$ cat src/rtl/unidad_control_pkg.sv
// Shared definitions for the multicycle control unit: opcodes, ALU-op codes, state encodings.
package unidad_control_pkg;

   // Default opcode encodings
   localparam int unsigned OP_R_DEF    = 0;
   localparam int unsigned OP_LW_DEF   = 35;
   localparam int unsigned OP_SW_DEF   = 43;
   localparam int unsigned OP_BEQ_DEF  = 4;
   localparam int unsigned OP_ADDI_DEF = 8;
   localparam int unsigned OP_J_DEF    = 2;

   // ALU-op codes; wider ALUOP ports are zero-extended
   localparam logic [1:0] AluAdd   = 2'd0;
   localparam logic [1:0] AluSub   = 2'd1;
   localparam logic [1:0] AluFunct = 2'd2;

   typedef enum logic [3:0] {
      StIdle = 4'd0,
      StIf   = 4'd1,
      StId   = 4'd2,
      StEx   = 4'd3,
      StMem  = 4'd4,
      StWb   = 4'd5,
      StTrap = 4'd6
   } state_t;

endpackage

$ cat src/rtl/mem_wait_timer.sv
// Counts cycles spent waiting on a memory ready handshake and flags a timeout.
module mem_wait_timer #(
   parameter int unsigned TIMEOUT = 15
) (
   input  logic clk,
   input  logic rst,
   input  logic active,
   input  logic memReady,
   output logic expired
);

   logic [7:0] count_q, count_d;

   // Count while waiting; clear on ready or whenever the owner is not waiting
   always_comb begin
      count_d = '0;
      if (active && !memReady) begin
         count_d = count_q + 8'd1;
      end
   end

   // Expires in the cycle the count would reach TIMEOUT with ready still low;
   // a ready in that same cycle wins.
   assign expired = active && !memReady && (({1'b0, count_q} + 9'd1) == 9'(TIMEOUT));

   // Counter register
   always_ff @(posedge clk) begin
      if (rst) begin
         count_q <= '0;
      end else begin
         count_q <= count_d;
      end
   end

endmodule

$ cat src/rtl/unidad_control_multiciclo.sv
// Multicycle main control unit: sequences IF/ID/EX/MEM/WB and drives datapath strobes.
module unidad_control_multiciclo
   import unidad_control_pkg::*;
#(
   parameter int unsigned OP_W    = 6,
   parameter int unsigned ALUOP_W = 3,
   parameter int unsigned TIMEOUT = 15,
   parameter int unsigned OP_R    = OP_R_DEF,
   parameter int unsigned OP_LW   = OP_LW_DEF,
   parameter int unsigned OP_SW   = OP_SW_DEF,
   parameter int unsigned OP_BEQ  = OP_BEQ_DEF,
   parameter int unsigned OP_ADDI = OP_ADDI_DEF,
   parameter int unsigned OP_J    = OP_J_DEF
) (
   input  logic               clk,
   input  logic               rst,
   input  logic               en,
   input  logic [OP_W-1:0]    inst,
   input  logic               mem_ready,
   output logic               RegDst,
   output logic               Branch,
   output logic               MemRead,
   output logic               MemToRg,
   output logic               MemToWrite,
   output logic               ALUSrc,
   output logic               RegWrite,
   output logic [ALUOP_W-1:0] ALUOP,
   output logic               PCWrite,
   output logic               IRWrite,
   output logic               Jump,
   output logic               inst_done,
   output logic               err,
   output logic [3:0]         state_o
);

   state_t          state_q, state_d;
   logic [OP_W-1:0] op_q, op_d;
   logic            waitActive, waitExpired;
   logic            isR, isLw, isSw, isBeq, isAddi, isJ;
   logic            instLegal;
   logic [1:0]      aluCode;

   assign isR    = (op_q == OP_W'(OP_R));
   assign isLw   = (op_q == OP_W'(OP_LW));
   assign isSw   = (op_q == OP_W'(OP_SW));
   assign isBeq  = (op_q == OP_W'(OP_BEQ));
   assign isAddi = (op_q == OP_W'(OP_ADDI));
   assign isJ    = (op_q == OP_W'(OP_J));

   assign instLegal = (inst == OP_W'(OP_R))   || (inst == OP_W'(OP_LW)) ||
                      (inst == OP_W'(OP_SW))  || (inst == OP_W'(OP_BEQ)) ||
                      (inst == OP_W'(OP_ADDI)) || (inst == OP_W'(OP_J));

   assign waitActive = (state_q == StIf) || (state_q == StMem);

   mem_wait_timer #(
      .TIMEOUT (TIMEOUT)
   ) u_wait_timer (
      .clk      (clk),
      .rst      (rst),
      .active   (waitActive),
      .memReady (mem_ready),
      .expired  (waitExpired)
   );

   // State and latched opcode registers
   always_ff @(posedge clk) begin
      if (rst) begin
         state_q <= StIdle;
         op_q    <= '0;
      end else begin
         state_q <= state_d;
         op_q    <= op_d;
      end
   end

   // Next-state logic; en is only consulted at IDLE and instruction boundaries
   always_comb begin
      state_d = state_q;
      op_d    = op_q;
      case (state_q)
         StIdle: if (en) state_d = StIf;
         StIf: begin
            if (mem_ready)        state_d = StId;
            else if (waitExpired) state_d = StTrap;
         end
         StId: begin
            op_d    = inst;
            state_d = instLegal ? StEx : StTrap;
         end
         StEx: begin
            if (isBeq || isJ)     state_d = en ? StIf : StIdle;
            else if (isLw || isSw) state_d = StMem;
            else                  state_d = StWb;
         end
         StMem: begin
            if (mem_ready)        state_d = isLw ? StWb : (en ? StIf : StIdle);
            else if (waitExpired) state_d = StTrap;
         end
         StWb:   state_d = en ? StIf : StIdle;
         StTrap: state_d = StTrap;
         default: state_d = StIdle;
      endcase
   end

   // Output decode from state and latched opcode (mem_ready qualifies handshake strobes)
   always_comb begin
      RegDst     = 1'b0;
      Branch     = 1'b0;
      MemRead    = 1'b0;
      MemToRg    = 1'b0;
      MemToWrite = 1'b0;
      ALUSrc     = 1'b0;
      RegWrite   = 1'b0;
      PCWrite    = 1'b0;
      IRWrite    = 1'b0;
      Jump       = 1'b0;
      inst_done  = 1'b0;
      err        = 1'b0;
      aluCode    = AluAdd;
      case (state_q)
         StIf: begin
            MemRead = 1'b1;
            IRWrite = mem_ready;
            PCWrite = mem_ready;
         end
         StEx: begin
            if (isR) begin
               aluCode = AluFunct;
            end else if (isLw || isSw || isAddi) begin
               ALUSrc = 1'b1;
            end else if (isBeq) begin
               aluCode   = AluSub;
               Branch    = 1'b1;
               inst_done = 1'b1;
            end else if (isJ) begin
               Jump      = 1'b1;
               PCWrite   = 1'b1;
               inst_done = 1'b1;
            end
         end
         StMem: begin
            MemRead    = isLw;
            MemToWrite = isSw;
            inst_done  = isSw && mem_ready;
         end
         StWb: begin
            RegWrite  = 1'b1;
            inst_done = 1'b1;
            RegDst    = isR;
            MemToRg   = isLw;
         end
         StTrap: err = 1'b1;
         default: ;
      endcase
   end

   assign ALUOP   = ALUOP_W'(aluCode);
   assign state_o = state_q;

endmodule
$ cat config.mk
export PLATFORM = sky130hd
export DESIGN_NAME = unidad_control_multiciclo
export DESIGN_NICKNAME = d
export VERILOG_FILES = /design/src/rtl/unidad_control_pkg.sv /design/src/rtl/mem_wait_timer.sv /design/src/rtl/unidad_control_multiciclo.sv
export SDC_FILE = /design/constraint.sdc
export NUM_CORES = 1
export LEC_CHECK = 0
export CORE_MARGIN = 1.5
export CORE_UTILIZATION = 27
export DETAILED_ROUTE_END_ITERATION = 8
export PLACE_DENSITY_LB_ADDON = 0.1
export RECOVER_POWER = 25
export SETUP_SLACK_MARGIN = 0.05
export SKIP_LAST_GASP = 1
export SLEW_MARGIN = 20
export SYNTH_ARGS = -nofsm -noshare
export SYNTH_HDL_FRONTEND = slang
export SYNTH_SLANG_ARGS = --single-unit
export TNS_END_PERCENT = 5
$ cat constraint.sdc
create_clock -name clk -period 1.6 [get_ports clk]
set_input_delay 0.16 -clock clk [delete_from_list [all_inputs] [get_ports clk]]
set_output_delay 0.16 -clock clk [all_outputs]
set_load 0.03 [all_outputs]
==> results.yml, run 1 <==
status:
  status: "finished, violations left"
  violations: "setup timing"
clock_network:
  cts.path.max_buffers: 2
  clock-sinks: 18
  clk_pin_slew_worst_paths_ps: 70
  ctsHoldBuffers: 0
  cts_tree: "done"
  clk_latency_ps: 250
  cts-root-buf: "clkbuf_8"
  htreeDepth: 1
  cts_made_buffers: 3
power_and_ir_drop:
  p_switching_mw: 0.1956
  pwr-share-comb_pct: 11.5
  p_per_area_nw_per_um2: 485.1
  pwr-share-clk_pct: 36.5
  swShare_pct: 22.43
  peakVddDrop_mv: 0.3441
  leakagePower_nw: 0.7136
  p_int_mw: 0.6767
  p_seq_share_pct: 51.9
sta:
  final.setup.tns_ps: -569.5
  setup_viol: 9
  skew_ps: 4.935
  fin_crit_ps: 1709
  max-slew-margin-rel_pct: 60.80
  drv_slew: 0
  rsz0062_at_grt: "true"
  fmax_mhz: 585.0
  holdWs_ps: 507.2
  finalWorstSetupSlack_ps: -109.3
  hold_violations: 0
  period_share_pct: 106.8
  worst_slew_pin_slew_ps: 584.7
die:
  rows: 23
  fp.dieH_um: 68.58
  initial_utilization_pct: 28.62
  die_area_um2: 4703
  io_pins: 29
  die-width_um: 68.58
  core_um2: 4058
routing:
  postRouteWirelength_um: 2998
  final_antenna_net_count: 0
  drt_iter0_markers: 39
  wire_per_inst_um: 12.49
  num_vias: 1158
  drt_first_pass_iters: 4
  drc_errors: 0
  viasPerCell: 4.825
placement:
  portBuffers: 27
  routabilityCongestion: 0.8547
  dp_cells: 231
  dp_hpwl_um: 2312
  dp_slack_ps: -74.71
  placed_area_um2: 1602
logic_synthesis:
  yosysWarnings: 0
  synthArstFlopShare_pct: 0
  ys.flop_type: "dfxtp_1"
  yosysSeqAreaShare_pct: 31.03
  syn-cell-area_um2: 1161
  avgSynthCellArea_um2: 8.120
  synth_top_area_share_pct: 31.03
  synth_top_area_cell: "dfxtp_1"
  ys_seq_elements: 18
  ys_top_cells_by_area: "dfxtp_1, nor2_1, nand2b_1, mux2i_1, nor3_1"
  synth-edff-count: 0
  syn_inst: 143
  synth_cell_types: 46
global_routing:
  grt_pass1_vias: 1074
  grt_max_degree: 14
  antenna_found_initial: 0
  grt_pass1_wl_um: 4857
  track_usage_pct: 13.82
  overflow: 0
worst_setup_path:
  max_stage_delay_ps: 370
  cp_slowest_cell: "dfxtp_4"
  required_ps: 1440
  arrival_ps: 1550
  cp-start-kind: "flip-flop"
  r2r_cells: 6
  cp_num_cells: 5
  worstPathMaxFanout: 4
  path_delay_family: "simple AND/OR/NAND/NOR gates"
  path_buf_inv: 1
  endpoint_kind: "output pin"
  crit_type: "flip-flop to output pin"
  crit_chain: "nor4_4 -> nor2b_4 -> and3_4 -> or2_4 -> buf_6"
final_layout:
  diodes: 0
  syn_to_final_growth_pct: 54.85
  finalNetCount: 203
  final_cells: 240
  drive_gt1_share_pct: 37.89
  stdcell_area_um2: 1798
worst_hold_path:
  hold_depth: 1
  min_path_type: "flip-flop to flip-flop"
flow_run:
  drv_cap: 0
-- synth_stat cells (2+ instances only) --
library cell / n
a21oi_1: 5
nand2b_1: 10
or3b_1: 2
a31oi_1: 2
dfxtp_1: 18
a211oi_1: 2
buf_4: 3
xnor2_1: 4
xor2_1: 4
nand2_1: 5
nand3b_1: 2
and3_1: 4
nand3_1: 5
a21o_1: 2
and2_1: 2
nor2_1: 21
buf_2: 2
nor2b_1: 2
mux2i_1: 5
ha_1: 2
o21ai_0: 3
o21bai_1: 2
nor3_1: 10
inv_1: 3
nor4_1: 2
-- cell usage in the layout, fill, tap and decap left out, types with 3 or more instances in the layout --
master	count
nand2b_1	8
nor2_1	20
dfxtp_4	6
nand3_1	3
buf_4	35
nand2_1	5
clkdlybuf4s50_1	13
clkbuf_8	3
nor3_1	7
dfxtp_2	3
o21ai_0	3
xor2_1	4
inv_1	3
xnor2_1	4
dfxtp_1	9
mux2i_1	5
a21oi_1	5
-- logic make-up (layout without fill, tap and decap cells) --
group           count (synthesis)  after routing  share of synthesized area [%]
compound gates                 27             27                          16.81
xor+xnor                        8              8                          6.034
simple gates                   70             70                          32.97
flops                          18             18                          31.03
buf+inv                        11             57                          5.387
mux                             5              5                          4.311
other cells                     1              2                         0.3230
fa+ha+maj                       3              3                          3.125
-- metal layers --
layer / vias up / track usage [%] / part of all wire (%)
met5: - / 0 / 0
met4: 0 / 4.500 / 1.2
met3: 5 / 1.786 / 3.7
met2: 19 / 22.96 / 47
met1: 530 / 18.46 / 48
li1: 604 / - / -
-- what timing repair did --
| action | in CTS | in global routing |
|---|---|---|
| endpoints found under the hold margin | 0 | 0 |
| gates cloned | 0 | 0 |
| setup endpoints to repair | 15 | 18 |
| setup buffers | 5 | 0 |
| gates resized for setup | 29 | 1 |
| pin swaps | 5 | 0 |
-- layout make-up --
| type | instances | area, um2 |
|---|---|---|
| inverters | 3 | 11.26 |
| repair buffers | 50 | 415.4 |
| fillers | 411 | 2260 |
| flip-flops and latches | 18 | 386.6 |
| multi-input cells | 115 | 877.1 |
| well taps | 50 | 62.56 |
| clock buffers | 4 | 45.04 |
-- path summary, 6_finish.rpt --
| check | from | end | slack (ps) |
|---|---|---|---|
| max | op_q[0]$_SDFFE_PP0P_ | PCWrite | -110 |
| min | u_wait_timer.count_q[0]$_SDFF_PP0_ | u_wait_timer.count_q[0]$_SDFF_PP0_ | 510 |
| max reg2reg | u_wait_timer.count_q[0]$_SDFF_PP0_ | state_o[0]$_SDFFE_PP0P_ | 40 |
| min reg2reg | u_wait_timer.count_q[0]$_SDFF_PP0_ | u_wait_timer.count_q[0]$_SDFF_PP0_ | 510 |
-- registers in the layout (all words and copies together) (netlist names) --
register / cells
state_o: 4
op_q: 6
u_wait_timer.count_q: 8
-- power groups by stage --
stage	registers, mW	clock network, mW	logic, mW
after floorplan	0.470	0	0.0466
after global placement	0.469	0	0.0957
after detailed placement	0.469	0	0.0955
after CTS	0.453	0.335	0.102
after global routing	0.454	0.351	0.110
final	0.453	0.319	0.101
-- through the flow --
stage	utilization, %	power, mW
finish	44.31	0.8723
global route	44.31	0.9137
CTS	44.31	0.8896
detailed placement	39.47	0.5647
global placement	39.47	0.5648
floorplan	-	0.5162
(Power assumes the default switching activity.)
==> inputs of run 2 (changes only) <==
Settings changed: REMOVE_ABC_BUFFERS set to 1.
==> results.yml, run 2 (synthesis results as in run 1) <==
clock_network:
  clock-sinks: 18
  cts-root-buf: "clkbuf_8"
  cts.path.max_buffers: 2
  clk_latency_ps: 250
  htreeDepth: 1
  cts_tree: "done"
  clk_pin_slew_worst_paths_ps: 70
  cts_made_buffers: 3
  ctsHoldBuffers: 0
sta:
  max-slew-margin-rel_pct: 64.03
  fmax_mhz: 582.5
  hold_violations: 0
  period_share_pct: 107.3
  finalWorstSetupSlack_ps: -116.6
  rsz0062_at_grt: "true"
  skew_ps: 4.699
  fin_crit_ps: 1717
  drv_slew: 0
  setup_viol: 9
  worst_slew_pin_slew_ps: 532.6
global_routing:
  grt_max_degree: 11
  overflow: 0
  antenna_found_initial: 0
  grt_pass1_vias: 1101
  grt_pass1_wl_um: 5023
  track_usage_pct: 14.28
routing:
  postRouteWirelength_um: 3212
  highest_layer: "met4"
  num_vias: 1190
  wl_met1_um: 1615
  viasPerCell: 4.818
  drt_first_pass_iters: 4
  dr_wl_met2_um: 1484
  drc_errors: 0
  wire_per_inst_um: 13.00
  final_antenna_net_count: 0
  met3_length_um: 88
  drt_iter0_markers: 50
final_layout:
  layout_commonest_cell: "buf_4"
  finalNetCount: 210
  largest_reg_flops: 8
  fin_util_pct: 44.56
  syn_to_final_growth_pct: 55.71
  final_cells: 247
  drive_gt1_share_pct: 36.55
  final_cell_mix: "buf_4, nor2_1, clkdlybuf4s50_1, dfxtp_1, nand2b_1"
  diodes: 0
  regMostFlops: "u_wait_timer.count_q"
status:
  violations: "setup timing"
  status: "finished, violations left"
worst_setup_path:
  crit_chain: "buf_4 -> clkdlybuf4s50_1"
  path_delay_family: "buffers and inverters"
  timing.rr.start: "state_o[0]$_SDFFE_PP0P_"
  required_ps: 1440
  arrival_ps: 1560
  worstPathMaxFanout: 6
  crit_type: "flip-flop to output pin"
  max_stage_delay_ps: 670
  cp-start-kind: "flip-flop"
  cp_slowest_cell: "clkdlybuf4s50_1"
  endpoint_kind: "output pin"
  critical_path.startpoint: "state_o[1]$_SDFFE_PP0P_"
  path_buf_inv: 2
die:
  rows: 23
  initial_utilization_pct: 28.62
  core_um2: 4058
  die-width_um: 68.58
  io_pins: 29
  fp.dieH_um: 68.58
  die_area_um2: 4703
power_and_ir_drop:
  p_switching_mw: 0.2032
  p_int_mw: 0.7256
  pwr-share-clk_pct: 39.4
  swShare_pct: 21.88
  p_seq_share_pct: 48.8
  peakVddDrop_mv: 0.3867
  leakagePower_nw: 0.7474
  pwr-share-comb_pct: 11.7
  p_per_area_nw_per_um2: 513.7
worst_hold_path:
  min_path_type: "flip-flop to flip-flop"
  hp-start: "u_wait_timer.count_q[0]$_SDFF_PP0_"
placement:
  dp_hpwl_um: 2489
  routabilityCongestion: 0.8661
  dp_slack_ps: -102.9
  portBuffers: 27
  dp_cells: 239
flow_run:
  drv_cap: 0
==> run 2: cell types whose count changed in the layout (fill, tap and decap cells not counted), sizes merged <==
cell           before  now
dlygate4sd2         0    1
clkdlybuf4s50      13   12
buf                37   43
clkbuf              4    5
==> run 2: area by class of cell <==
cell class	count	area [um2]
repair buffers	57	473.0
multi-input cells	115	833.3
well taps	50	62.56
clock buffers	4	55.05
inverters	3	11.26
flip-flops and latches	18	372.9
fillers	398	2250
==> run 2: power groups by stage <==
stage / clock network [mW] / registers [mW] / logic (mW)
global placement: 0 / 0.465 / 0.106
floorplan: 0 / 0.475 / 0.0300
global route: 0.403 / 0.454 / 0.117
CTS: 0.378 / 0.456 / 0.108
finish: 0.366 / 0.454 / 0.109
detailed placement: 0 / 0.465 / 0.107
==> run 2: stage by stage <==
step	area [um2]	hold WS (ps)	setup TNS, ps	total power, mW
after detailed placement	1619	469.1	-104.0	0.5715
after global routing	1808	521.0	-1720	0.9743
after global placement	1619	460.1	-79.13	0.5711
after CTS	1750	485.8	-608.8	0.9420
final	1808	479.5	-557.1	0.9288
after floorplan	1114	232.4	-4708	0.5045
==> run 2: metal layers <==
metal  track usage, %  vias up
met3            1.461        2
met2            23.20       16
met4            4.500        0
met1            19.76      555
met5                0        -
li1                 -      617
==> run 2: final timing paths <==
check	depth (start not counted)	slack (ps)	to
max reg2reg	6	20	state_o[0]$_SDFFE_PP0P_
min	1	480	u_wait_timer.count_q[0]$_SDFF_PP0_
max	2	-120	state_o[1]
min reg2reg	1	480	u_wait_timer.count_q[0]$_SDFF_PP0_
==> run 2: repair_timing <==
action / CTS / global route
gates resized for setup: 19 / 11
setup endpoints to repair: 17 / 18
pin swaps: 1 / 1
setup buffers: 2 / 2
gates cloned: 0 / 0
